`src/rtl/demux_scan_ctrl.sv`:
```
// Scan sequencer driving a 1-to-8 demux: steps through the enabled channels in ascending order, DWELL cycles each.
// Latency: sel/busy follow an accepted start by one cycle; data_out is combinational from data_in (gated by busy).
// No backpressure: start is sampled only in IDLE, abort wins over everything. Optional macro SCAN_LOOP_EN = continuous wrap-around scanning.
module demux_scan_ctrl #(
  parameter int DWELL = 4,
  parameter int CW    = 8
) (
  input  logic       clk,
  input  logic       rst_n,
  input  logic       start,
  input  logic       abort,
  input  logic [7:0] mask,
  input  logic       data_in,
  output logic       data_out,
  output logic       sel1,
  output logic       sel2,
  output logic       sel3,
  output logic [2:0] ch,
  output logic       busy,
  output logic       done
);

  typedef enum logic [1:0] {
    ST_IDLE = 2'd0,
    ST_SCAN = 2'd1,
    ST_DONE = 2'd2
  } state_t;

  state_t        r_state;
  state_t        w_state_nxt;
  logic [7:0]    r_mask;
  logic [7:0]    w_mask_nxt;
  logic [2:0]    r_ch;
  logic [2:0]    w_ch_nxt;
  logic [CW-1:0] r_cnt;
  logic [CW-1:0] w_cnt_nxt;

  logic [7:0]    w_above;
  logic          w_has_next;
  logic [2:0]    w_next_ch;
  logic [2:0]    w_first_ch;
  logic          w_dwell_end;

`ifdef SCAN_LOOP_EN
  logic          r_wrap;
  logic          w_wrap_nxt;
`endif

  // Index of the lowest set bit; returns 0 for an all-zero vector.
  function automatic logic [2:0] lowest_set(input logic [7:0] v);
    logic [2:0] idx;
    idx = 3'd0;
    for (int k = 7; k >= 0; k--) begin
      if (v[k]) idx = 3'(k);
    end
    return idx;
  endfunction

  // Priority search: enabled channels strictly above the current one, lowest wins.
  always_comb begin
    w_above     = r_mask & ~((8'd2 << r_ch) - 8'd1);
    w_has_next  = |w_above;
    w_next_ch   = lowest_set(w_above);
    w_first_ch  = lowest_set(mask);
    w_dwell_end = (r_cnt == CW'(DWELL - 1));
  end

  // Next-state and datapath update; abort is checked first in every state.
  always_comb begin
    w_state_nxt = r_state;
    w_mask_nxt  = r_mask;
    w_ch_nxt    = r_ch;
    w_cnt_nxt   = r_cnt;
`ifdef SCAN_LOOP_EN
    w_wrap_nxt  = 1'b0;
`endif
    case (r_state)
      ST_IDLE: begin
        if (abort) begin
          w_state_nxt = ST_IDLE;
        end else if (start) begin
          if (mask != 8'd0) begin
            w_mask_nxt  = mask;
            w_ch_nxt    = w_first_ch;
            w_cnt_nxt   = '0;
            w_state_nxt = ST_SCAN;
          end else begin
            w_state_nxt = ST_DONE;
          end
        end
      end
      ST_SCAN: begin
        if (abort) begin
          w_ch_nxt    = 3'd0;
          w_cnt_nxt   = '0;
          w_state_nxt = ST_IDLE;
        end else if (w_dwell_end) begin
          w_cnt_nxt = '0;
          if (w_has_next) begin
            w_ch_nxt = w_next_ch;
          end else begin
`ifdef SCAN_LOOP_EN
            w_ch_nxt   = lowest_set(r_mask);
            w_wrap_nxt = 1'b1;
`else
            w_state_nxt = ST_DONE;
`endif
          end
        end else begin
          w_cnt_nxt = r_cnt + CW'(1);
        end
      end
      ST_DONE: begin
        w_cnt_nxt   = '0;
        w_state_nxt = ST_IDLE;
        if (abort) w_ch_nxt = 3'd0;
      end
      default: begin
        w_ch_nxt    = 3'd0;
        w_cnt_nxt   = '0;
        w_state_nxt = ST_IDLE;
      end
    endcase
  end

  // State, latched mask, channel and dwell counter registers.
  always_ff @(posedge clk or negedge rst_n) begin
    if (!rst_n) begin
      r_state <= ST_IDLE;
      r_mask  <= 8'd0;
      r_ch    <= 3'd0;
      r_cnt   <= '0;
    end else begin
      r_state <= w_state_nxt;
      r_mask  <= w_mask_nxt;
      r_ch    <= w_ch_nxt;
      r_cnt   <= w_cnt_nxt;
    end
  end

`ifdef SCAN_LOOP_EN
  // Marks the first cycle of each repeated pass.
  always_ff @(posedge clk or negedge rst_n) begin
    if (!rst_n) r_wrap <= 1'b0;
    else        r_wrap <= w_wrap_nxt;
  end
`endif

  // Output decode: selects come straight from the channel register, data is gated by busy.
  always_comb begin
    busy     = (r_state == ST_SCAN);
    data_out = data_in & busy;
    ch       = r_ch;
    sel1     = r_ch[2];
    sel2     = r_ch[1];
    sel3     = r_ch[0];
`ifdef SCAN_LOOP_EN
    done     = (r_state == ST_DONE) | r_wrap;
`else
    done     = (r_state == ST_DONE);
`endif
  end

endmodule

```
`config.mk`:
```
export PLATFORM = sky130hd
export DESIGN_NAME = demux_scan_ctrl
export DESIGN_NICKNAME = d
export VERILOG_FILES = /design/src/rtl/demux_scan_ctrl.sv
export SDC_FILE = /design/constraint.sdc
export NUM_CORES = 1
export LEC_CHECK = 0
export ABC_AREA = 1
export ABC_CLOCK_PERIOD_IN_PS = 5030
export BUFFER_PORTS_ARGS = -buffer_cell sky130_fd_sc_hd__buf_2
export CAP_MARGIN = 20
export CORE_AREA = 5 5 79 81
export DETAILED_ROUTE_END_ITERATION = 10
export DIE_AREA = 0 0 84 86
export SLEW_MARGIN = 10
export SYNTH_ARGS = -nofsm -noshare
export SYNTH_HDL_FRONTEND = slang
export SYNTH_SLANG_ARGS = --single-unit
```
`constraint.sdc`:
```
create_clock -name clk -period 5.03 [get_ports clk]
set_clock_uncertainty 0.15 [all_clocks]
set_input_delay 0.503 -clock clk [delete_from_list [all_inputs] [get_ports clk]]
set_output_delay 0.503 -clock clk [all_outputs]
set_load 0.01 [all_outputs]
```
==> results of run 1 <==
==> per-stage QoR <==
stage	power, W	hold WS, ns
6_report	0.000827	0.0310
5_1_grt	0.000911	0.0642
3_5_place_dp	0.000710	0.333
2_1_floorplan	0.000619	0.0574
3_3_place_gp	0.000708	0.333
4_1_cts	0.000838	0.0515
==> how the worst max path moves through the flow <==
| stage | depth (start not counted) | from | slack [ns] | to |
|---|---|---|---|---|
| 3_3_place_gp | 11 | ch[1] | 2.82 | r_state[1] |
| 5_1_grt | 11 | ch[1] | 2.56 | r_state[1] |
| 2_1_floorplan | 12 | ch[1] | 3.02 | r_state[1] |
| 3_5_place_dp | 11 | ch[1] | 2.83 | r_state[1] |
| 6_report | 11 | ch[1] | 2.82 | r_state[1] |
| 4_1_cts | 11 | ch[1] | 2.80 | r_state[1] |
==> worst max-delay path, delay by kind of cell, from the launching register on <==
family / cells / cell delay (ns)
adders and majority gates: 1 / 0.23
AOI/OAI and AO/OA: 1 / 0.14
and+or+nand+nor: 9 / 1.10
DFF: 1 / 0.52
==> report_power, final <==
group          switching (W)  leakage (nW)  internal (W)  total (W)
Sequential         0.0000562         0.260      0.000211   0.000268
Combinational       0.000268         0.470      0.000166   0.000434
Clock              0.0000559        0.0288     0.0000698   0.000126
Total               0.000380         0.760      0.000447   0.000827
==> cell type report <==
type                       count  area [um^2]  area share [%]
inverter                      22         82.6            5.41
tap                           72         90.1            5.90
clock buffer                   4         55.1            3.61
multi-input combinational    129          693            45.4
timing repair buffer          21          105            6.89
sequential                    20          500            32.8
==> cell usage in the layout, fill, tap and decap left out <==
cell type and count:
sky130_fd_sc_hd__and3_1 1, sky130_fd_sc_hd__nor2_2 2, sky130_fd_sc_hd__nand3b_2 1, sky130_fd_sc_hd__nand2_4 2, sky130_fd_sc_hd__mux2_2 2, sky130_fd_sc_hd__ha_1 2
sky130_fd_sc_hd__nand2_1 40, sky130_fd_sc_hd__o21ai_0 9, sky130_fd_sc_hd__a32o_1 1, sky130_fd_sc_hd__nor3b_1 1, sky130_fd_sc_hd__inv_1 18, sky130_fd_sc_hd__nor2_1 19
sky130_fd_sc_hd__nand3_1 15, sky130_fd_sc_hd__a31oi_1 2, sky130_fd_sc_hd__mux2_1 1, sky130_fd_sc_hd__inv_2 4, sky130_fd_sc_hd__nand4_1 1, sky130_fd_sc_hd__nor2_4 3
sky130_fd_sc_hd__buf_2 21, sky130_fd_sc_hd__nor3_1 3, sky130_fd_sc_hd__a21oi_1 8, sky130_fd_sc_hd__nand2_2 6, sky130_fd_sc_hd__o22ai_1 1, sky130_fd_sc_hd__clkbuf_8 4
sky130_fd_sc_hd__a21oi_2 2, sky130_fd_sc_hd__nand3_2 3, sky130_fd_sc_hd__dfrtp_1 20, sky130_fd_sc_hd__o21ai_1 3, sky130_fd_sc_hd__xor2_1 1
==> routing by layer <==
layer  share of wire (%)  wire length [um]  up-vias
met5                   0                 0        -
met4                 1.7                48        0
met3                 2.5                69        5
met2                  45              1240       18
met1                  51              1390      495
li1                    -                 -      608
==> registers in the layout, summed over array words and instances, names as in the netlist <==
signal and count:
ch 3, r_cnt 8, r_mask 7, r_state 2
==> logic make-up after synthesis <==
| logic type | count (synthesis) | share of synthesized area, % |
|---|---|---|
| compound gates | 26 | 11.1 |
| xor+xnor | 1 | 0.666 |
| fa+ha+maj | 2 | 1.90 |
| buf+inv | 27 | 9.23 |
| flops | 20 | 38.1 |
| mux | 3 | 2.57 |
| simple gates | 97 | 36.4 |
==> implementation parameters, run 1 <==
Parameter                              Value

Synthesis
  Unique masters post-synth    30
  Synthesis warning total    0
  Post-synth top flop    sky130_fd_sc_hd__dfrtp_1
  Fraction of registers with async set or reset after synthesis    100%
  Top area cells in the synthesized netlist    sky130_fd_sc_hd__dfrtp_1 38%, sky130_fd_sc_hd__nand2_1 11%, sky130_fd_sc_hd__nand3_1 5.7%
  Most frequent cell after synthesis    sky130_fd_sc_hd__nand2_1
  Cells after synthesis    176
  Top-area cell type share of the netlist area    38.1%
  Post-synthesis sequential element count    20
  Most used standard cells in the synthesized netlist    40 x sky130_fd_sc_hd__nand2_1, 20 x sky130_fd_sc_hd__dfrtp_1, 19 x sky130_fd_sc_hd__nor2_1
  Part of the Yosys area used for sequential elements    between 30% and 40%
  Area leader, netlist    sky130_fd_sc_hd__dfrtp_1
  Post-synthesis instance area    0.00132 mm^2
  Avg Synthesized Cell Area    7.47 um^2
  Number of nets produced by synthesis    roughly 190
  Number of enable flip-flop cells after synthesis    0

Finish
  Final-layout fill cell count    607
  Post-Layout Inst Area    0.00153 mm^2
  Final Non-Filler Cells    268
  Relative area change from synthesis to final layout    16.1%
  Final antenna diode count    0
  # nets final    212
  Share of layout cells above drive strength 1    25.5%
  Final cell utilization of the core    28.2%

Clocking
  Clock insertion delay at the later pin of the skew report    0.26 ns
  CTS Sinks    20
  Root cell of the clock tree    sky130_fd_sc_hd__clkbuf_8
  TritonCTS clock tree    built
  Clock slew at the register clock pins of the worst setup and hold paths    0.08 ns
  Number of buffers inserted during clock tree synthesis    3
  Post-cts repair resize count    0
  Post-CTS setup buffer count    0
  Number of buffers on the longest clock path    2
  # H-tree levels    1
  Count of hold buffers inserted by post-cts repair    0

Min path
  Worst hold path type    input pin to asynchronous set/reset pin

Floorplan
  Die Width    about 84 um
  Die Outline Area    approximately 0.0072 mm^2
  Height of the die    between 80 and 90 um
  Number of cell rows    27
  Ports placed on the boundary    22
  Effective utilization at floorplan    24.3%
  Core box area    0.00541 mm^2

GRT
  Global-route track usage on met3    0.865%
  Residual overflow from global routing    0
  Most Used Layer, Global Route    met2
  Global-route wire length before repair    roughly 4.8 mm
  Vias in the first global route    1110
  Fraction of met1 tracks used by global routing    10.3%
  Maximum number of pins on one net before global-route repair    21
  GR Util met2    13.8%
  Number of antenna violations at the first check in global routing    0
  GRT Overall Usage    8.06%

Setup path
  Crit start category    register
  Sequence of cells on the critical path    nor2_2 -> nand2_1 -> ha_1 -> nor2_1 -> nand3_1 -> nand3_2 -> nand2_1 -> nand3b_2 -> a21oi_2 -> nand2_1 -> nor2_1
  Crit path top cell by count    sky130_fd_sc_hd__nand2_1
  Required @ worst endpoint    5.08 ns
  Reg-to-reg critical path endpoint    r_state[1]
  Flop2flop setup slack    2.82 ns
  CP max-delay cell    sky130_fd_sc_hd__dfrtp_1
  Length in cells of the worst reg-to-reg path    11
  Reg-to-reg critical path startpoint    ch[1]
  Largest stage delay on the critical path    0.52 ns
  Worst Path Arrival    2.26 ns
  Class of the most critical setup path    register to register
  Sort of element at the end of the critical path    register
  Peak fanout along the critical path    10

Outcome
  Outcome    completed

Detailed routing
  Detailed router's first-iteration violation count    43
  Average detailed-routed wire length per instance    10.3 um
  Via/cell ratio    4.20
  Number of design rule violations left after detail routing    0
  Wirelength, routed    between 2 and 3 mm
  Drt first pass iters    4
  Total via count in the routed design    1126
  Post-detailed-route count of antenna-violating nets    0

Timing
  Setup WS post-layout    ~2.8 ns
  Final Max Slew Viols    0
  Slew Limit Headroom    69.6%
  Worst-margin pin slew    0.457 ns
  Minimum period implied by the final worst setup slack    ~2.2 ns
  TNS Setup    0 ns
  Number of setup violations in the final report    0
  Ratio of final minimum period to clock period    between 40% and 50%
  Highest attainable clock frequency    452 MHz
  Final hold violation count    0
  RSZ-0062 raised after global routing    false

Power and ir drop
  Pwr/cell area    542 mW/mm^2
  Maximum vdd drop    144 uV
  Leakage power total    approximately 0.76 nW

Place
  Hpwl dp    2.20 mm
  Cell Count Post-Placement    264
  Setup slack after placement    between 2 and 3 ns
  Total placed instance area    0.00147 mm^2
  Final weighted congestion of routability-driven global placement    0.749
  Total of buffers placed on input and output ports    21

Run
  Max-Cap Viols    0
No activity file was read; power rests on OpenSTA's default activity.
==> inputs of run 2 (changes only) <==
--- a/config.mk
+++ b/config.mk
@@ -5,13 +5,13 @@
 export SDC_FILE = /design/constraint.sdc
 export NUM_CORES = 1
 export LEC_CHECK = 0
-export ABC_AREA = 1
-export ABC_CLOCK_PERIOD_IN_PS = 5030
+export ABC_AREA = 0
+export ABC_CLOCK_PERIOD_IN_PS = 2000
 export BUFFER_PORTS_ARGS = -buffer_cell sky130_fd_sc_hd__buf_2
 export CAP_MARGIN = 20
-export CORE_AREA = 5 5 79 81
+export CORE_AREA = 5 5 80 82
 export DETAILED_ROUTE_END_ITERATION = 10
-export DIE_AREA = 0 0 84 86
+export DIE_AREA = 0 0 85 87
 export SLEW_MARGIN = 10
 export SYNTH_ARGS = -nofsm -noshare
 export SYNTH_HDL_FRONTEND = slang
==> constraint.sdc (replaced) <==
create_clock -name clk -period 2 [get_ports clk]
set_clock_uncertainty 0.15 [all_clocks]
set_input_delay 0.2 -clock clk [delete_from_list [all_inputs] [get_ports clk]]
set_output_delay 0.2 -clock clk [all_outputs]
set_load 0.01 [all_outputs]
==> run 2 against run 1 <==
Against the previous run:
- the run now ends with setup timing left
- register-to-register slack lost 3.1 ns
- global-route usage grew 1.6 points
- sequential power grew to 2.6 times the previous value
- worst hold slack gained 0.028 ns
- design area grew 26%
==> implementation parameters, run 2 <==
Parameter                              Value

Timing
  Highest attainable clock frequency    438 MHz (-3.1%)
  TNS Setup    -1.12 ns (-1.12 ns)
  Slew Limit Headroom    69.9% (+0.33 points)
  Final Max Slew Viols    0 (unchanged)
  Setup WS post-layout    -0.281 ns (-3.10 ns)
  Minimum period implied by the final worst setup slack    2.28 ns (+0.0707 ns)
  Number of setup violations in the final report    5 (+5)
  RSZ-0062 raised after global routing    true
  Final hold slack    0.0587 ns (+0.0277 ns)
  Worst-margin pin slew    0.452 ns (-0.00489 ns)
  Final hold violation count    0 (unchanged)
  Ratio of final minimum period to clock period    114% (+70 points)

Power and ir drop
  Leakage power total    0.839 nW (+10%)
  Maximum vdd drop    463 uV (+220%)
  Pwr/cell area    1520 mW/mm^2 (+180%)
  Overall power    0.00292 W (+250%)

GRT
  Vias in the first global route    1262 (+14%)
  Global-route wire length before repair    5.83 mm (+21%)
  GRT Overall Usage    9.66% (+1.6 points)
  Number of antenna violations at the first check in global routing    0 (unchanged)
  Residual overflow from global routing    0 (unchanged)
  Maximum number of pins on one net before global-route repair    21 (unchanged)

Finish
  Number of flip-flops under the largest register name    8 (unchanged)
  Final antenna diode count    0 (unchanged)
  Relative area change from synthesis to final layout    42.2%
  Most common cell after layout, fill and taps aside    sky130_fd_sc_hd__buf_4
  Share of layout cells above drive strength 1    38.6% (+13 points)
  Most frequent cells in the layout    28 x sky130_fd_sc_hd__buf_4, 21 x sky130_fd_sc_hd__buf_2, 18 x sky130_fd_sc_hd__dfrtp_1, 15 x sky130_fd_sc_hd__nor2_1, 14 x sky130_fd_sc_hd__nand2_1
  # nets final    218 (+2.8%)
  Most flops, register    r_cnt

Synthesis
  Fraction of registers with async set or reset after synthesis    100% (unchanged)
  Number of nets produced by synthesis    172 (-9.9%)
  Part of the Yosys area used for sequential elements    37.1% (-0.95 points)
  Top area cells in the synthesized netlist    sky130_fd_sc_hd__dfrtp_1 37%, sky130_fd_sc_hd__o21ai_0 4.8%, sky130_fd_sc_hd__nor2_1 4.2%
  Post-synthesis sequential element count    20 (unchanged)
  Most frequent cell after synthesis    sky130_fd_sc_hd__dfrtp_1
  Unique masters post-synth    45 (+50%)
  Area leader, netlist    sky130_fd_sc_hd__dfrtp_1
  Post-synthesis instance area    0.00135 mm^2 (+2.6%)
  Post-synth top flop    sky130_fd_sc_hd__dfrtp_1
  Most used standard cells in the synthesized netlist    20 x sky130_fd_sc_hd__dfrtp_1, 15 x sky130_fd_sc_hd__nor2_1, 14 x sky130_fd_sc_hd__nand2_1
  Synthesis warning total    0 (unchanged)
  Number of enable flip-flop cells after synthesis    0 (unchanged)
  Top-area cell type share of the netlist area    37.1% (-0.95 points)
  Avg Synthesized Cell Area    8.59 um^2 (+15%)
  Cells after synthesis    157 (-11%)

Detailed routing
  Total via count in the routed design    1320 (+17%)
  Drt first pass iters    4 (unchanged)
  Number of design rule violations left after detail routing    0 (unchanged)
  Wirelength, routed    3.57 mm (+30%)
  Post-detailed-route count of antenna-violating nets    0 (unchanged)
  Average detailed-routed wire length per instance    12.9 um (+26%)
  Via/cell ratio    4.77 (+13%)
  Detailed router's first-iteration violation count    96 (+120%)

Setup path
  Peak fanout along the critical path    2 (-8)
  Sort of element at the end of the critical path    register
  Required @ worst endpoint    2.00 ns (-3.08 ns)
  Length in cells of the worst reg-to-reg path    6 (-5)
  Crit start category    register
  Reg-to-reg critical path endpoint    ch[0]
  Flop2flop setup slack    -0.28 ns (-3.10 ns)
  Worst Path Arrival    2.28 ns (+0.02 ns)
  Class of the most critical setup path    register to register
  Reg-to-reg critical path startpoint    r_cnt[0]

Min path
  Worst hold path cell count    2
  Endpoint of the worst hold-timing path    r_mask[1]
  Worst hold path type    input pin to register
  Source of the worst hold timing path    mask[1]

Clocking
  Clock slew at the register clock pins of the worst setup and hold paths    0.08 ns (about the same)
  # H-tree levels    1 (unchanged)
  TritonCTS clock tree    built
  CTS Sinks    20 (unchanged)
  Clock insertion delay at the later pin of the skew report    0.26 ns (about the same)
  Root cell of the clock tree    sky130_fd_sc_hd__clkbuf_8
  Number of buffers on the longest clock path    2 (unchanged)
  Number of buffers inserted during clock tree synthesis    3 (unchanged)

Floorplan
  Die Width    85 um (+1.2%)
  Effective utilization at floorplan    23.8% (-0.56 points)
  Core box area    0.00568 mm^2 (+5.0%)
  Die Outline Area    0.00740 mm^2 (+2.4%)
  Number of cell rows    28 (+3.7%)
  Ports placed on the boundary    22 (unchanged)
  Height of the die    87 um (+1.2%)

Place
  Hpwl dp    2.67 mm (+21%)
  Setup slack after placement    -0.346 ns (-3.17 ns)
  Final weighted congestion of routability-driven global placement    0.794 (+6.0%)
  Total of buffers placed on input and output ports    21 (unchanged)

Outcome
  Outcome    finished, violations left
  Violated checks    setup timing

Run
  Max-Cap Viols    0 (unchanged)
run 2: cell families (layout without fill, tap and decap cells):
logic type | Yosys count | in the layout | synth area share, %
fa+ha+maj | 2 | 2 | 1.85
buf+inv | 16 | 61 | 5.56
xor+xnor | 3 | 3 | 1.95
compound gates | 44 | 44 | 22.3
mux | 7 | 7 | 6.12
flops | 20 | 20 | 37.1
simple gates | 65 | 65 | 25.1
run 2: worst max-delay path by stage:
stage,startpoint,endpoint,cells past startpoint
detailed placement,ch[1],ch[0],9
floorplan,ch[1],ch[0],10
CTS,ch[2],ch[1],11
global route,ch[2],ch[1],11
global placement,ch[1],ch[0],9
finish,r_cnt[0],ch[0],6
run 2: power by group:
group          total [W]  leakage [nW]  switching [W]  internal (W)
logic            0.00183         0.549       0.000894      0.000938
registers       0.000684         0.254       0.000140      0.000544
clock network   0.000404        0.0357       0.000137      0.000267
run 2: final cells by class:
class | count | area, um^2
well taps | 75 | 93.8
clock buffers | 3 | 41.3
repair buffers | 51 | 345
flip-flops and latches | 20 | 503
fillers | 589 | 3760
multi-input cells | 121 | 882
inverters | 6 | 22.5
clock inverters | 1 | 30.0
run 2: metrics by stage:
step,instance area [um^2],std cells,utilization (%)
6_report,1920,277,33.8
3_3_place_gp,1720,268,30.4
3_5_place_dp,1720,268,30.4
4_1_cts,1840,275,32.4
2_1_floorplan,1400,157,-
5_1_grt,1920,277,33.8
run 2: layer usage:
metal | track usage [%] | vias up | wire [um] | share of wire [%]
met3 | 1.89 | 8 | 126 | 3.5
met4 | 4.60 | 0 | 100 | 2.8
li1 | - | 652 | - | -
met1 | 12.4 | 637 | 1570 | 44
met5 | 0 | - | 0 | 0
met2 | 15.6 | 23 | 1780 | 50
run 2: what timing repair did:
item | CTS | global route
setup buffers | 2 | 2
hold buffers | 1 | 0
endpoints found under the hold margin | 20 | 0
gates resized for setup | 3 | 13
pin swaps | 5 | 2
endpoints found under the setup margin | 11 | 12
run 2: critical path: stages (launching register included):
cell and delay (ns):
sky130_fd_sc_hd__dfrtp_1 0.37, sky130_fd_sc_hd__ha_2 0.18, sky130_fd_sc_hd__or4b_4 0.49, sky130_fd_sc_hd__o41ai_2 0.22, sky130_fd_sc_hd__a21oi_1 0.18, sky130_fd_sc_hd__a211oi_4 0.27, sky130_fd_sc_hd__mux2_4 0.32
